`config.mk`:
```
export PLATFORM = sky130hd
export DESIGN_NAME = lorenz_step_engine
export DESIGN_NICKNAME = d
export VERILOG_FILES = /design/src/rtl/lorenz_step_engine.sv
export SDC_FILE = /design/constraint.sdc
export NUM_CORES = 2
export LEC_CHECK = 0
export ABC_AREA = 0
export CAP_MARGIN = 20
export CELL_PAD_IN_SITES_DETAIL_PLACEMENT = 0
export CELL_PAD_IN_SITES_GLOBAL_PLACEMENT = 2
export CORE_MARGIN = 2
export CORE_UTILIZATION = 38
export DETAILED_ROUTE_END_ITERATION = 8
export PLACE_DENSITY = 0.95
export SYNTH_ARGS = -nofsm -noshare
export SYNTH_HDL_FRONTEND = slang
export SYNTH_SLANG_ARGS = --single-unit
```
`constraint.sdc`:
```
create_clock -name clk -period 12.5 [get_ports clk]
set_input_delay 2.5 -clock clk [delete_from_list [all_inputs] [get_ports clk]]
set_output_delay 2.5 -clock clk [all_outputs]
set_load 0.01 [all_outputs]
```
`src/rtl/lorenz_step_engine.sv`:
```
// Forward-Euler Lorenz integrator driven by the HPS step/parameter PIOs.
// Four products share one signed 32x32 multiplier, one per cycle, then a single update cycle.
module lorenz_step_engine #(
  parameter int FRAC     = 20,
  parameter int DT_SHIFT = 8
) (
  input  logic        clk,
  input  logic        reset_n,
  input  logic        step_clk_i,
  input  logic        step_reset_i,
  input  logic [31:0] x_init_i,
  input  logic [31:0] y_init_i,
  input  logic [31:0] z_init_i,
  input  logic [31:0] sigma_i,
  input  logic [31:0] beta_i,
  input  logic [31:0] rho_i,
  output logic [31:0] x_o,
  output logic [31:0] y_o,
  output logic [31:0] z_o,
  output logic        busy_o,
  output logic        overrun_o,
  output logic [31:0] step_count_o
);

  localparam logic [2:0] IDLE = 3'd0;
  localparam logic [2:0] M0   = 3'd1;
  localparam logic [2:0] M1   = 3'd2;
  localparam logic [2:0] M2   = 3'd3;
  localparam logic [2:0] M3   = 3'd4;
  localparam logic [2:0] UPD  = 3'd5;

  logic [2:0]         state_reg;
  logic               s_q;
  logic               rise;
  logic signed [31:0] sigma_reg, beta_reg, rho_reg;
  logic signed [31:0] wx_reg, wy_reg, wz_reg;
  logic signed [31:0] p0_reg, p1_reg, p2_reg, p3_reg;
  logic signed [31:0] x_reg, y_reg, z_reg;
  logic [31:0]        count_reg;
  logic               overrun_reg;

  logic signed [31:0] mul_a, mul_b;
  logic signed [63:0] mul_full;
  logic signed [31:0] prod;
  logic               unused_mul_bits;
  logic signed [31:0] diff_yx, diff_rz, dy_num, dz_num;

  assign rise = step_clk_i & ~s_q;

  assign diff_yx = wy_reg - wx_reg;
  assign diff_rz = rho_reg - wz_reg;
  assign dy_num  = p1_reg - y_reg;
  assign dz_num  = p2_reg - p3_reg;

  always_comb begin
    mul_a = '0;
    mul_b = '0;
    case (state_reg)
      M0: begin mul_a = sigma_reg; mul_b = diff_yx; end
      M1: begin mul_a = wx_reg;    mul_b = diff_rz; end
      M2: begin mul_a = wx_reg;    mul_b = wy_reg;  end
      M3: begin mul_a = beta_reg;  mul_b = wz_reg;  end
      default: begin mul_a = '0; mul_b = '0; end
    endcase
  end

  // Middle slice of the full product is floor(a*b/2^FRAC), wrapped to 32 bits.
  assign mul_full        = mul_a * mul_b;
  assign prod            = mul_full[FRAC+31:FRAC];
  assign unused_mul_bits = ^{mul_full[63:FRAC+32], mul_full[FRAC-1:0]};

  always_ff @(posedge clk) begin
    if (!reset_n) begin
      state_reg   <= IDLE;
      s_q         <= 1'b0;
      sigma_reg   <= '0;
      beta_reg    <= '0;
      rho_reg     <= '0;
      wx_reg      <= '0;
      wy_reg      <= '0;
      wz_reg      <= '0;
      p0_reg      <= '0;
      p1_reg      <= '0;
      p2_reg      <= '0;
      p3_reg      <= '0;
      x_reg       <= '0;
      y_reg       <= '0;
      z_reg       <= '0;
      count_reg   <= '0;
      overrun_reg <= 1'b0;
    end else begin
      s_q <= step_clk_i;
      if (step_reset_i) begin
        // Load wins over everything, including a step already in flight.
        x_reg       <= x_init_i;
        y_reg       <= y_init_i;
        z_reg       <= z_init_i;
        count_reg   <= '0;
        overrun_reg <= 1'b0;
        state_reg   <= IDLE;
      end else begin
        if (rise && state_reg != IDLE)
          overrun_reg <= 1'b1;
        case (state_reg)
          IDLE: if (rise) begin
            sigma_reg <= sigma_i;
            beta_reg  <= beta_i;
            rho_reg   <= rho_i;
            wx_reg    <= x_reg;
            wy_reg    <= y_reg;
            wz_reg    <= z_reg;
            state_reg <= M0;
          end
          M0: begin p0_reg <= prod; state_reg <= M1; end
          M1: begin p1_reg <= prod; state_reg <= M2; end
          M2: begin p2_reg <= prod; state_reg <= M3; end
          M3: begin p3_reg <= prod; state_reg <= UPD; end
          UPD: begin
            x_reg     <= x_reg + (p0_reg >>> DT_SHIFT);
            y_reg     <= y_reg + (dy_num >>> DT_SHIFT);
            z_reg     <= z_reg + (dz_num >>> DT_SHIFT);
            count_reg <= count_reg + 32'd1;
            state_reg <= IDLE;
          end
          default: state_reg <= IDLE;
        endcase
      end
    end
  end

  // Busy also covers the cycle in which an accepted strobe edge is pending.
  assign busy_o       = reset_n & ((state_reg != IDLE) | (rise & ~step_reset_i));
  assign x_o          = x_reg;
  assign y_o          = y_reg;
  assign z_o          = z_reg;
  assign overrun_o    = overrun_reg;
  assign step_count_o = count_reg;

endmodule

```
==> results by group <==
Power
  – Peak VDD IR: 0.112 mV
  – Clock Power Share: ~38%
  – NetSw: roughly 1500 uW
  – Cell internal pwr: ~2800 uW
  – PD cells: between 60 and 70 nW/um^2
  – Switching share of power: approximately a third
  – Combinational Power Share: about a quarter
  – Seq pwr share: between 30% and 40%
  – Leak: 0.0295 uW

Drt
  – Drt initial violations: about 4,800
  – Post-route ant nets: 0
  – Router iterations before antenna repair: 9
  – Vias per std cell: around 5.4
  – Via count: 51,400
  – Drc violations: 3
  – DR WL/cell: about 25 um
  – Drt total wl: about 240,000 um

Clocking
  – Clk buf depth: 3
  – # hold bufs at CTS: 0
  – Clk slew on worst S/H paths: roughly 60 ps
  – Cts repair resizes: 0
  – TritonCTS Sinks: 445
  – CTS H-tree depth: 2
  – Num CTS Buffers: a little over 50
  – Worst-skew pair later-pin latency: between 600 and 700 ps
  – Root Driver: clkbuf_16
  – # Post-CTS Setup Buffers: 0
  – CTS tree: built

Worst setup path
  – Startpoint type of the worst setup path: register
  – Slowest CP cell: xor2_1
  – Worst EP required: about 13,000 ps
  – Worst setup path startpoint: wz_reg[0]
  – Worst reg2reg startpoint: wz_reg[0]
  – CP max stage delay: 720 ps
  – R2r setup slk: 920 ps
  – Critical Path Sink Type: register
  – Worst Path Arrival: approximately 12,000 ps
  – Crit path capture: p2_reg[13]
  – Reg2reg path depth: 42
  – Class of the most critical setup path: reg2reg
  – CP Max Fanout: 8
  – Cell mode on critical path: fa_1
  – RR Endpoint: p2_reg[13]

Timing
  – Final Hold Fails: 0
  – Relative slew slack: approximately 16%
  – FMAX: about 0.086 GHz
  – Hold slack: around 460 ps
  – Minimum clock period: 11,580 ps
  – Clock Skew: ~47 ps
  – RSZ-0062 raised after global routing: no
  – Final setup TNS: 0 ps
  – Least-Margin Pin Slew: 1260 ps
  – Fin crit share: between 90 and 100%
  – Final setup viols: 0
  – Max Slew Vio Count: 0

GRT
  – Vias in the first global route: between 50,000 and 60,000
  – Initial antenna violation count: 20
  – Global-route wire length before repair: 352,000 um
  – Grt total ovfl: 0
  – Largest net degree at the start of global routing: 140
  – GRT Overall Usage: between 30% and 40%

Cells and area
  – Fin nets: between 8,000 and 9,000
  – Fin util: 43.3%
  – Non-Filler Instances: roughly 9,500
  – Layout cells sized above 1: under 10%
  – Area growth from synthesis to layout: 13.4%
  – Seq. cell area: slightly below 9000 um^2
  – Cell area after layout: ~67,000 um^2
  – Filler cells: ~15,000
  – Area of the multi-input gates: roughly 45,000 um^2

Yosys
  – Post-Syn Instances: ~7,000
  – Ys async rst share: 0%
  – Synth cell types: ~90
  – Mean Syn Cell Area: 8.19 um^2
  – Largest cells by area after synthesis: fa_1 (31%), dfxtp_1 (15%), nand2_1 (9.4%)
  – Seq/Total Area, Yosys: between 10% and 20%
  – Syn Nets: between 8,000 and 9,000
  – Post-synthesis simple-gate area fraction: 17.1%
  – Largest family of logic cells by synthesized area: adder cells
  – Synth warn: 0
  – Post-synthesis xor/xnor area fraction: 3.80%
  – Synth area leader: fa_1
  – Share of the synthesized area in the top cell type: 31.4%
  – Post-synthesis adder-cell area fraction: around two fifths
  – Synth Area in Compound Gates: 14.7%
  – Synth Register Bits: ~450
  – Post-Syn Area: 58,700 um^2
  – Mux share of post-synthesis cell area: less than 1%
  – Synth Flop Type: dfxtp_1
  – EDFF count, synth: 0

Floorplan
  – Starting Density: 38.2%
  – Ports: about 330
  – Site row count: approximately 140
  – Die area: roughly 160,000 um^2
  – Die Wd: approximately 400 um
  – Die height: between 300 and 400 um
  – CORE AREA: 154,000 um^2

Hold path
  – Worst hold path class: reg2reg
  – Hold path depth: 2

Placed design
  – Cell count after placement: 9,344
  – Placed Instance Area: roughly 65,000 um^2
  – Final HPWL DP: between 150,000 and 200,000 um
  – IO buf count: 325
  – RePlAce Congestion: ~1.0

Run status
  – Status: finished with violations
  – Failing checks: DRC

Flow run
  – Max-cap viol count: 0
-- through the flow --
| stage | worst slack (ps) | power, uW |
|---|---|---|
| after detailed placement | 1070 | 2680 |
| after global placement | 1260 | 2690 |
| final | 918 | 4330 |
| after floorplan | 2470 | 2190 |
| after CTS | 990 | 4330 |
| after global routing | 340 | 4490 |
-- Yosys cell counts (14+ instances only) --
| cell type | number |
|---|---|
| or3_1 | 15 |
| nand2_1 | 1468 |
| a21oi_1 | 359 |
| xor2_1 | 87 |
| a211oi_1 | 25 |
| o21a_1 | 37 |
| dfxtp_1 | 445 |
| clkbuf_1 | 314 |
| o21bai_1 | 21 |
| a21boi_0 | 277 |
| and2_1 | 87 |
| o211a_1 | 32 |
| fa_1 | 921 |
| o31ai_1 | 14 |
| inv_1 | 1096 |
| nand2b_1 | 52 |
| and3_1 | 34 |
| or2_2 | 23 |
| a31oi_1 | 27 |
| a21o_1 | 140 |
| a22oi_1 | 14 |
| xnor2_1 | 155 |
| buf_1 | 37 |
| nor2b_1 | 51 |
| nand4_1 | 26 |
| o21ai_0 | 194 |
| nand3_1 | 56 |
| ha_1 | 385 |
| nor3_1 | 53 |
| nor2_1 | 489 |
| o211ai_1 | 44 |
-- cell type report --
class                           instances  area share, %
Multi-Input combinational cell       5262           66.9
Inverter                             1098           6.20
Sequential cell                       445           13.4
Timing Repair Buffer                  501           6.95
Tap cell                             2044           3.84
Clock inverter                         30          0.549
Clock buffer                           66           2.15
Antenna cell                            7         0.0263
-- kinds of logic after synthesis --
logic type               Yosys count
buffers and inverters           1458
multiplexers                       8
AO/OA/AOI/OAI                   1304
XOR/XNOR                         247
flip-flops                       445
adder cells (fa/ha/maj)         1306
AND/OR/NAND/NOR                 2397
-- worst min-delay path by stage --
stage,from,endpoint,slack [ps]
floorplan,p3_reg[7],p3_reg[7],440
global placement,p3_reg[7],p3_reg[7],440
detailed placement,p2_reg[0],p2_reg[0],460
CTS,p2_reg[0],p2_reg[0],460
global route,p2_reg[0],p2_reg[0],480
finish,p2_reg[0],p2_reg[0],460
-- routing by layer --
metal | global-route usage (%) | share of wire (%) | vias to the layer above
li1 | - | - | 23000
met1 | 39.6 | 41 | 25800
met2 | 48.2 | 45 | 2191
met3 | 7.04 | 9.1 | 491
met4 | 13.2 | 5.1 | 10
met5 | 0 | 0.028 | -
-- power by group through the flow --
stage	clock network [uW]	registers (uW)	logic [uW]
global placement	0	1580	1110
CTS	1670	1550	1110
global route	1730	1550	1210
floorplan	0	1530	654
finish	1650	1550	1130
detailed placement	0	1580	1100
-- critical path, delay by kind of cell (launching register included) --
kind / cells / cell delay, ps
compound gates: 13 / 3150
simple gates: 8 / 1400
fa+ha+maj: 11 / 4490
xor+xnor: 2 / 980
buf+inv: 8 / 1000
flops: 1 / 390
-- layout by cell type (no fill, tap or decap), types with 10 or more instances in the layout --
cell type | netlist | routed
a211oi_1 | 25 | 24
a21boi_0 | 277 | 277
a21o_1 | 140 | 140
a21oi_1 | 359 | 339
a21oi_2 | 1 | 18
a22oi_1 | 14 | 14
a31oi_1 | 27 | 27
and2_1 | 87 | 87
and3_1 | 34 | 34
and4_1 | 10 | 10
buf_4 | 0 | 170
clkbuf_16 | 0 | 52
clkdlybuf4s50_1 | 0 | 323
clkinv_2 | 0 | 11
dfxtp_1 | 445 | 442
fa_1 | 921 | 921
ha_1 | 385 | 385
inv_1 | 1096 | 1096
nand2_1 | 1468 | 1465
nand2b_1 | 52 | 52
nand3_1 | 56 | 55
nand4_1 | 26 | 26
nor2_1 | 489 | 487
nor2b_1 | 51 | 51
nor3_1 | 53 | 49
o211a_1 | 32 | 32
o211ai_1 | 44 | 44
o21a_1 | 37 | 37
o21ai_0 | 194 | 194
o21bai_1 | 21 | 21
o31ai_1 | 14 | 13
or2_2 | 23 | 23
or3_1 | 15 | 13
xnor2_1 | 155 | 155
xor2_1 | 87 | 87
Power figures use the tool's default switching activity.
